## config.mk

```make
export PLATFORM = sky130hd
export DESIGN_NAME = updi_prog_sequencer
export DESIGN_NICKNAME = d
export VERILOG_FILES = /design/src/rtl/updi_prog_sequencer.sv
export SDC_FILE = /design/constraint.sdc
export NUM_CORES = 1
export LEC_CHECK = 0
export ABC_AREA = 1
export CORE_MARGIN = 2
export CORE_UTILIZATION = 50
export CTS_CLUSTER_SIZE = 16
export DETAILED_ROUTE_END_ITERATION = 12
export PLACE_DENSITY = 0.71
export SYNTH_ARGS = -nofsm -noshare
export SYNTH_HDL_FRONTEND = slang
export SYNTH_SLANG_ARGS = --single-unit
```

## constraint.sdc

```tcl
create_clock -name clk -period 3.5 [get_ports clk]
set_input_delay 1.05 -clock clk [delete_from_list [all_inputs] [get_ports clk]]
set_output_delay 1.05 -clock clk [all_outputs]
set_load 0.01 [all_outputs]
```

## src/rtl/updi_prog_sequencer.sv

```systemverilog
// UPDI programming-session sequencer: break, keys, status polls, signature read,
// block program/verify, with bounded retries, per-wait timeout and error codes.
module updi_prog_sequencer #(
    parameter int unsigned MAX_RETRIES    = 3,
    parameter int unsigned TIMEOUT_CYCLES = 1000000,
    parameter int unsigned TIMEOUT_BITS   = $clog2(TIMEOUT_CYCLES + 1),
    parameter int unsigned POLL_LIMIT     = 255,
    parameter int unsigned RETRY_BITS     = $clog2(MAX_RETRIES + 1)
) (
    input  logic                  clk,
    input  logic                  rst,
    input  logic                  start,
    input  logic [1:0]            mode,
    output logic                  busy,
    output logic                  done,
    output logic                  error,
    output logic [2:0]            error_code,
    output logic [RETRY_BITS-1:0] retry_count,
    output logic                  break_start,
    input  logic                  break_done,
    output logic                  op_valid,
    output logic [2:0]            op_code,
    input  logic                  op_ready,
    input  logic                  op_done,
    input  logic                  op_ack_error,
    input  logic                  op_rx_valid,
    input  logic [7:0]            op_rx_data,
    output logic                  rom_rewind,
    output logic                  block_start,
    input  logic                  block_ready,
    input  logic                  block_last,
    output logic [23:0]           device_id,
    output logic                  device_id_valid
);

    typedef enum logic [3:0] {
        S_IDLE, S_BREAK_REQ, S_BREAK_WAIT, S_OP_REQ, S_OP_WAIT,
        S_BLK_REWIND, S_BLK_START, S_BLK_WAIT, S_FINISH
    } state_t;

    typedef enum logic [3:0] {
        PH_KEY_ERASE, PH_RST_A1, PH_RST_R1, PH_POLL_ERASE, PH_KEY_NVM,
        PH_RST_A2, PH_RST_R2, PH_POLL_NVM, PH_READ_ID, PH_PROGRAM, PH_VERIFY
    } phase_t;

    localparam int unsigned POLL_BITS = $clog2(POLL_LIMIT + 1);

    state_t                  state_q, state_d;
    phase_t                  phase_q, phase_d, nxt;
    logic [1:0]              mode_q, mode_d;
    logic [RETRY_BITS-1:0]   retry_q, retry_d;
    logic [2:0]              code_q, code_d, fin_code;
    logic [TIMEOUT_BITS-1:0] tmo_q, tmo_d;
    logic [POLL_BITS-1:0]    poll_q, poll_d;
    logic [7:0]              status_q, status_d, status_now;
    logic                    mism_q, mism_d, mism_now;
    logic [23:0]             dev_id_q, dev_id_d;
    logic                    dev_valid_q, dev_valid_d;

    logic in_op, accept, rx_now, complete, fail_ack, tmo_hit;
    logic waiting, evt_now, issue, go_next, go_fin;

    // The op window opens on the accept cycle so ready+done together completes the op.
    assign in_op      = (state_q == S_OP_WAIT) || (state_q == S_OP_REQ && op_ready);
    assign accept     = (state_q == S_OP_REQ) && op_ready;
    assign rx_now     = in_op && op_rx_valid;
    assign status_now = rx_now ? op_rx_data : status_q;
    assign mism_now   = mism_q || (rx_now && op_rx_data != 8'h00);
    assign fail_ack   = in_op && op_ack_error;
    assign complete   = in_op && op_done && !op_ack_error;
    assign tmo_hit    = waiting && !evt_now && (tmo_q == TIMEOUT_BITS'(TIMEOUT_CYCLES - 1));

    always_comb begin
        waiting = 1'b1;
        evt_now = 1'b0;
        case (state_q)
            S_BREAK_WAIT: evt_now = break_done;
            S_OP_REQ:     evt_now = op_ready;
            S_OP_WAIT:    evt_now = op_done || op_ack_error;
            S_BLK_WAIT:   evt_now = block_ready || block_last;
            default:      waiting = 1'b0;
        endcase
    end

    always_comb begin
        state_d     = state_q;
        phase_d     = phase_q;
        mode_d      = mode_q;
        retry_d     = retry_q;
        code_d      = code_q;
        poll_d      = poll_q;
        status_d    = status_q;
        mism_d      = mism_q;
        dev_id_d    = dev_id_q;
        dev_valid_d = dev_valid_q;
        issue       = 1'b0;
        go_next     = 1'b0;
        nxt         = phase_q;
        go_fin      = 1'b0;
        fin_code    = 3'd0;

        if (in_op) begin
            status_d = status_now;
            mism_d   = mism_now;
            if (rx_now && phase_q == PH_READ_ID)
                dev_id_d = {dev_id_q[15:0], op_rx_data};
        end

        if (fail_ack || tmo_hit) begin
            if (retry_q < RETRY_BITS'(MAX_RETRIES)) begin
                retry_d     = retry_q + 1'b1;
                dev_valid_d = 1'b0;
                state_d     = S_BREAK_REQ;
            end else begin
                go_fin   = 1'b1;
                fin_code = fail_ack ? 3'd1 : 3'd2;
            end
        end else begin
            case (state_q)
                S_IDLE: if (start) begin
                    mode_d      = (mode == 2'd3) ? 2'd0 : mode;
                    code_d      = 3'd0;
                    retry_d     = '0;
                    dev_valid_d = 1'b0;
                    state_d     = S_BREAK_REQ;
                end
                S_BREAK_REQ:  state_d = S_BREAK_WAIT;
                S_BREAK_WAIT: if (break_done) begin
                    go_next = 1'b1;
                    nxt     = PH_KEY_ERASE;
                end
                S_OP_REQ, S_OP_WAIT: begin
                    if (complete) begin
                        case (phase_q)
                            PH_KEY_ERASE: begin go_next = 1'b1; nxt = PH_RST_A1;     end
                            PH_RST_A1:    begin go_next = 1'b1; nxt = PH_RST_R1;     end
                            PH_RST_R1:    begin go_next = 1'b1; nxt = PH_POLL_ERASE; end
                            PH_KEY_NVM:   begin go_next = 1'b1; nxt = PH_RST_A2;     end
                            PH_RST_A2:    begin go_next = 1'b1; nxt = PH_RST_R2;     end
                            PH_RST_R2:    begin go_next = 1'b1; nxt = PH_POLL_NVM;   end
                            PH_POLL_ERASE, PH_POLL_NVM: begin
                                if (phase_q == PH_POLL_ERASE && !status_now[0]) begin
                                    if (mode_q == 2'd2) go_fin = 1'b1;
                                    else begin go_next = 1'b1; nxt = PH_KEY_NVM; end
                                end else if (phase_q == PH_POLL_NVM && status_now[3]) begin
                                    go_next = 1'b1;
                                    nxt     = PH_READ_ID;
                                end else if (poll_q == POLL_BITS'(POLL_LIMIT - 1)) begin
                                    go_fin   = 1'b1;
                                    fin_code = 3'd3;
                                end else begin
                                    poll_d  = poll_q + 1'b1;
                                    state_d = S_OP_REQ;
                                    issue   = 1'b1;
                                end
                            end
                            PH_READ_ID: begin
                                dev_valid_d = 1'b1;
                                phase_d     = PH_PROGRAM;
                                state_d     = S_BLK_REWIND;
                            end
                            PH_VERIFY: begin
                                if (mism_now) begin
                                    go_fin   = 1'b1;
                                    fin_code = 3'd4;
                                end else begin
                                    state_d = S_BLK_START;
                                end
                            end
                            default: state_d = S_BLK_START;
                        endcase
                    end else if (accept) begin
                        state_d = S_OP_WAIT;
                    end
                end
                S_BLK_REWIND: state_d = S_BLK_START;
                S_BLK_START:  state_d = S_BLK_WAIT;
                S_BLK_WAIT: begin
                    if (block_last) begin
                        if (phase_q == PH_PROGRAM && mode_q == 2'd0) begin
                            phase_d = PH_VERIFY;
                            state_d = S_BLK_REWIND;
                        end else begin
                            go_fin = 1'b1;
                        end
                    end else if (block_ready) begin
                        state_d = S_OP_REQ;
                        issue   = 1'b1;
                    end
                end
                S_FINISH: state_d = S_IDLE;
                default:  state_d = S_IDLE;
            endcase
        end

        if (go_next) begin
            phase_d = nxt;
            poll_d  = '0;
            state_d = S_OP_REQ;
            issue   = 1'b1;
        end
        if (go_fin) begin
            state_d = S_FINISH;
            code_d  = fin_code;
        end
        // Status preloads as "erase busy, NVMPROG clear" so a poll with no byte never succeeds.
        if (issue) begin
            status_d = 8'h01;
            mism_d   = 1'b0;
        end
        tmo_d = (!waiting || state_d != state_q || issue || accept) ? '0 : tmo_q + 1'b1;
    end

    always_ff @(posedge clk) begin
        if (rst) begin
            state_q     <= S_IDLE;
            phase_q     <= PH_KEY_ERASE;
            mode_q      <= 2'd0;
            retry_q     <= '0;
            code_q      <= 3'd0;
            tmo_q       <= '0;
            poll_q      <= '0;
            status_q    <= 8'h00;
            mism_q      <= 1'b0;
            dev_id_q    <= '0;
            dev_valid_q <= 1'b0;
        end else begin
            state_q     <= state_d;
            phase_q     <= phase_d;
            mode_q      <= mode_d;
            retry_q     <= retry_d;
            code_q      <= code_d;
            tmo_q       <= tmo_d;
            poll_q      <= poll_d;
            status_q    <= status_d;
            mism_q      <= mism_d;
            dev_id_q    <= dev_id_d;
            dev_valid_q <= dev_valid_d;
        end
    end

    always_comb begin
        op_code = 3'd0;
        if (state_q == S_OP_REQ) begin
            case (phase_q)
                PH_RST_A1, PH_RST_A2:     op_code = 3'd0;
                PH_RST_R1, PH_RST_R2:     op_code = 3'd1;
                PH_POLL_ERASE, PH_POLL_NVM: op_code = 3'd2;
                PH_KEY_ERASE:             op_code = 3'd3;
                PH_KEY_NVM:               op_code = 3'd4;
                PH_READ_ID:               op_code = 3'd5;
                PH_PROGRAM:               op_code = 3'd6;
                default:                  op_code = 3'd7;
            endcase
        end
    end

    assign busy            = (state_q != S_IDLE) && (state_q != S_FINISH);
    assign done            = (state_q == S_FINISH);
    assign error           = done && (code_q != 3'd0);
    assign error_code      = code_q;
    assign retry_count     = retry_q;
    assign break_start     = (state_q == S_BREAK_REQ);
    assign op_valid        = (state_q == S_OP_REQ);
    assign rom_rewind      = (state_q == S_BLK_REWIND);
    assign block_start     = (state_q == S_BLK_START);
    assign device_id       = dev_id_q;
    assign device_id_valid = dev_valid_q;

endmodule

```

# ---- After elaboration in Yosys (flattened, before gate mapping)
# Memories as Yosys holds them, arrays and structs flattened. A register that Yosys moved wholly into a read port is not among the register bits.
# Index checks and enable logic that the tools add are counted.
dict set report op_classes {
  n_addsub 3
  eq_ne 38
  n_mul 0
  div 0
  n_reduce_logical 54
  shift 0
  muxes 94
  magnitude_cmp 1
  n_bitwise 4
}
# operator count
set ops {}
lappend ops {{2-to-1 mux 4 bit} 29}
lappend ops {{one-hot mux 4 bit (7 select lines)} 2}
lappend ops {{2-to-1 mux 1 bit} 33}
lappend ops {{== test 4 x 3 -> 1 bit (second input constant)} 8}
lappend ops {{2-to-1 mux 3 bit} 9}
lappend ops {{!= test 3 bit (second input constant)} 7}
lappend ops {{adder 20 x 1 -> 20 bit (second input constant)} 1}
lappend ops {{== test 20 bit (second input constant)} 1}
lappend ops {{2-to-1 mux 2 bit} 10}
lappend ops {{== test 4 x 2 -> 1 bit (second input constant)} 4}
lappend ops {{== test 4 bit (second input constant)} 4}
lappend ops {{one-hot mux 4 bit (2 select lines)} 2}
lappend ops {{one-hot mux 4 bit (4 select lines)} 1}
lappend ops {{logical AND 1 bit} 14}
lappend ops {{one-hot mux 1 bit (2 select lines)} 6}
lappend ops {{AND reduction 11 bit} 1}
lappend ops {{!= test 5 bit (second input constant)} 2}
lappend ops {{nonzero test 2 bit} 5}
lappend ops {{OR reduction 2 bit} 5}
lappend ops {{!= test 9 x 2 -> 1 bit (second input constant)} 1}
lappend ops {{AND reduction 3 bit} 3}
lappend ops {{nonzero test 3 bit} 3}
lappend ops {{adder 8 x 1 -> 8 bit (second input constant)} 1}
lappend ops {{== test 4 x 1 -> 1 bit (second input constant)} 2}
lappend ops {{other kinds (23)} 40}
dict set report word_totals {
  romBits 48
  latchBits 0
  output_inout_bits 40
  word_cells 208
  mem_bits_rw 0
  register_bits 73
  n_memories 1
}
# memory words word_bits rd rd_clocked_by_memory_dff wr line_no
set memory_table {}
lappend memory_table {{(name not given)} 16 3 1 1 0 245} ;# case (phase_q)

# ---- Depth between registers and ports, before layout
dict set report logic_depth {
  word_depth 19
  depth_mapped 22
}

# ---- Worst setup path before layout
# OpenSTA, ideal clock, no wires.
dict set report synth_timing {
  path_kind {input -> register}
  from {in op_ready}
  to {reg with a tool-made name}
  t_arrival_ns 2.893
  required_time_ns 3.381
  slack_ns 0.488
  path_stages 16
  path_cell_list {nand3_4 > nand2_4 > nand2_1 > nor2_1 > nand3_2 > nand3_1 > nand2_1 > inv_2 > o211ai_1 > a21oi_1 > inv_1 > ha_1 > nand2_1 > nand2_1 > o21ai_0 > nand2_1}
}
# item line_no
set synth_lines {}
lappend synth_lines {{start: declaration} 23} ;# input logic op_ready,

==> impl_metrics.yaml <==
floorplan:
  chipWidth_um: 92.64
  initial_utilization_pct: 51.11
  pin_count: 60
  row_count: 32
  fp.dieArea_um2: 8582
  dieHeight_um: 92.64
  coreArea_um2: 7687
synth:
  synth_edf_count: 0
  synth_ff_type: "dfxtp_1"
  yosysTopAreaCell: "dfxtp_1"
  synth_area_leaders: "dfxtp_1, nand2_1, inv_1"
  yosys.area_share.simple_pct: 32.45
  synth_common_cells: "nand2_1, inv_1, dfxtp_1"
  ys_warn_count: 0
  yosysMostFrequentCell: "nand2_1"
  syn_area_um2: 3929
  ys_types: 34
  synth_top_area_share_pct: 37.71
  async_reset_ff_share_pct: 0
  synthMuxAreaShare_pct: 0
  synth_top_family_by_area: "simple AND/OR/NAND/NOR gates"
  syn_area_per_cell_um2: 6.833
  synthAdderAreaFrac_pct: 2.866
  synth-seq-area-share_pct: 37.71
  syn_nets: 604
  synth-compound-area-share_pct: 12.04
  ys_ff_latch: 74
  syn_inst: 575
  synth_xor_area_share_pct: 4.013
global_routing:
  grt_usage_pct: 22.75
  grt_pass1_vias: 3674
  grt_start_max_net_pins: 40
  overflow: 0
  antenna_found_initial: 0
  grt_pass1_wl_um: 15810
sta:
  tightest_slew_ns: 0.6943
  skew_ns: 0.01022
  fin_crit_ns: 3.205
  rsz0062_at_grt: "false"
  finalSetupTns_ns: 0
  finalCritPeriodShare_pct: 91.56
  timing.fmax_ghz: 0.3120
  setup_violations: 0
  slew-limit-headroom_pct: 53.28
  timing.final.max_slew_violations: 0
  hold_viol_final: 0
routing:
  vias: 3760
  drtIter0Drc: 129
  wl_um: 9214
  wl_per_cell_um: 12.14
  drtPass1Iterations: 4
  viasPerCell: 4.954
  drc_errors: 0
  ant_nets: 0
clock_network:
  postCtsHoldBufs: 0
  clock_latency_ns: 0.35
  cts_resized: 0
  clk_path_buf_depth: 2
  cts_sinks: 74
  cts_tree: "done"
  clk_pin_slew_ns: 0.08
  post-cts-setup-buffer-count: 0
  numCtsBuffers: 9
  htreeDepth: 3
  root_buffer: "clkbuf_8"
finish:
  final_nets: 681
  nFillCells: 715
  finalNonFillerCells: 759
  area_growth_pct: 26.34
  seq_area_um2: 1481
  multi_input_area_um2: 2018
  drive_gt1_share_pct: 11.72
  antenna_cells: 0
worst_setup_path:
  setup.worst_path.start_class: "input pin"
  crit_required_ns: 3.74
  cp_max_fo: 6
  path_class: "input pin to register"
  crit_arrival_ns: 3.44
  endpoint_kind: "register"
place:
  io_buffers: 59
  dp.cells: 743
  hpwl_um: 7041
  gp_congestion: 0.9474
status:
  outcome: "completed"
run:
  max-cap-violations: 0
power_and_ir_drop:
  power_mw: 1.951
  p_leak_nw: 2.037
  peakVddDrop_uv: 235.2
  p_per_area_nw_per_um2: 393.2
min_path:
  hold_path_class: "register to register"
[power breakdown]
part           internal, mW  switching, mW
clock                 0.425          0.321
combinational         0.119          0.193
sequential            0.871         0.0232
[critical path, cell delays in order]
cell	delay, ns
clkdlybuf4s50_1	0.50
nand3_4	0.10
nand2_4	0.11
nand3_1	0.09
nand2_2	0.12
nand2_2	0.06
nand3_1	0.09
nand3_2	0.09
nand3_1	0.10
nand2_1	0.12
inv_2	0.09
o211ai_1	0.11
a21oi_1	0.21
inv_1	0.08
ha_1	0.27
nand2_1	0.07
nand2_1	0.04
o21ai_0	0.07
nand2_1	0.07
[kinds of logic after synthesis]
family                   after synthesis
AND/OR/NAND/NOR                      276
XOR/XNOR                              18
buffers and inverters                110
adder cells (fa/ha/maj)                9
AO/OA/AOI/OAI                         88
flip-flops                            74
[final cells by class]
cell class | count | share of cell area (%)
clock buffers | 11 | 2.849
clock inverters | 5 | 1.714
well taps | 102 | 2.571
repair buffers | 77 | 14.87
flip-flops and latches | 74 | 29.85
multi-input cells | 391 | 40.66
inverters | 99 | 7.487
[metrics by stage]
step | cell area [um^2] | util (%) | hold slack (ns) | setup WS, ns
2_1_floorplan | 3929 | - | 0.4277 | 0.4879
3_3_place_gp | 4737 | 61.62 | 0.4299 | 0.03346
3_5_place_dp | 4737 | 61.62 | 0.4345 | -0.04531
4_1_cts | 4964 | 64.57 | 0.4473 | 0.3120
5_1_grt | 4964 | 64.57 | 0.4681 | 0.09602
6_report | 4964 | 64.57 | 0.4431 | 0.2953
[cell usage in the layout (no fill, tap or decap), types with 2 or more instances in the layout]
cell type        instances
a21oi_1                 44
nor2_1                  60
nor3_1                  19
o211ai_1                 3
nand2_2                  7
nand3_2                  2
clkdlybuf4s50_1         59
bufinv_16                2
nand3_4                  2
xnor2_1                  5
nand4_1                  8
ha_1                     9
nand2_1                106
buf_4                   17
clkbuf_8                10
a211oi_1                 2
xor2_1                  13
inv_1                   93
nand3_1                 42
nor2_2                  23
o21ai_0                 32
nor4_1                   3
inv_2                    6
dfxtp_1                 74
[path summary, 6_finish.rpt]
| check | startpoint | to | slack, ns | depth (start not counted) |
|---|---|---|---|---|
| setup / recovery | op_ready | register | 0.30 | 19 |
| hold / removal | device_id[22] | device_id[22] | 0.44 | 2 |
| setup reg to reg | state_q[0] | register | 0.69 | 18 |
| hold reg to reg | device_id[22] | device_id[22] | 0.44 | 2 |
[registers in the layout (all words and copies together) (netlist names), 3 cells and up, named ones only]
signal / count
device_id: 24
tmo_q: 20
poll_q: 8
phase_q: 4
state_q: 4
error_code: 3
[metal layers]
layer,GRT usage (%),wire length [um]
met5,0,0
met4,7.230,156
met3,6.265,454
met2,40.82,4558
met1,26.20,4044
Note: power is estimated with default switching activity, not from simulation.
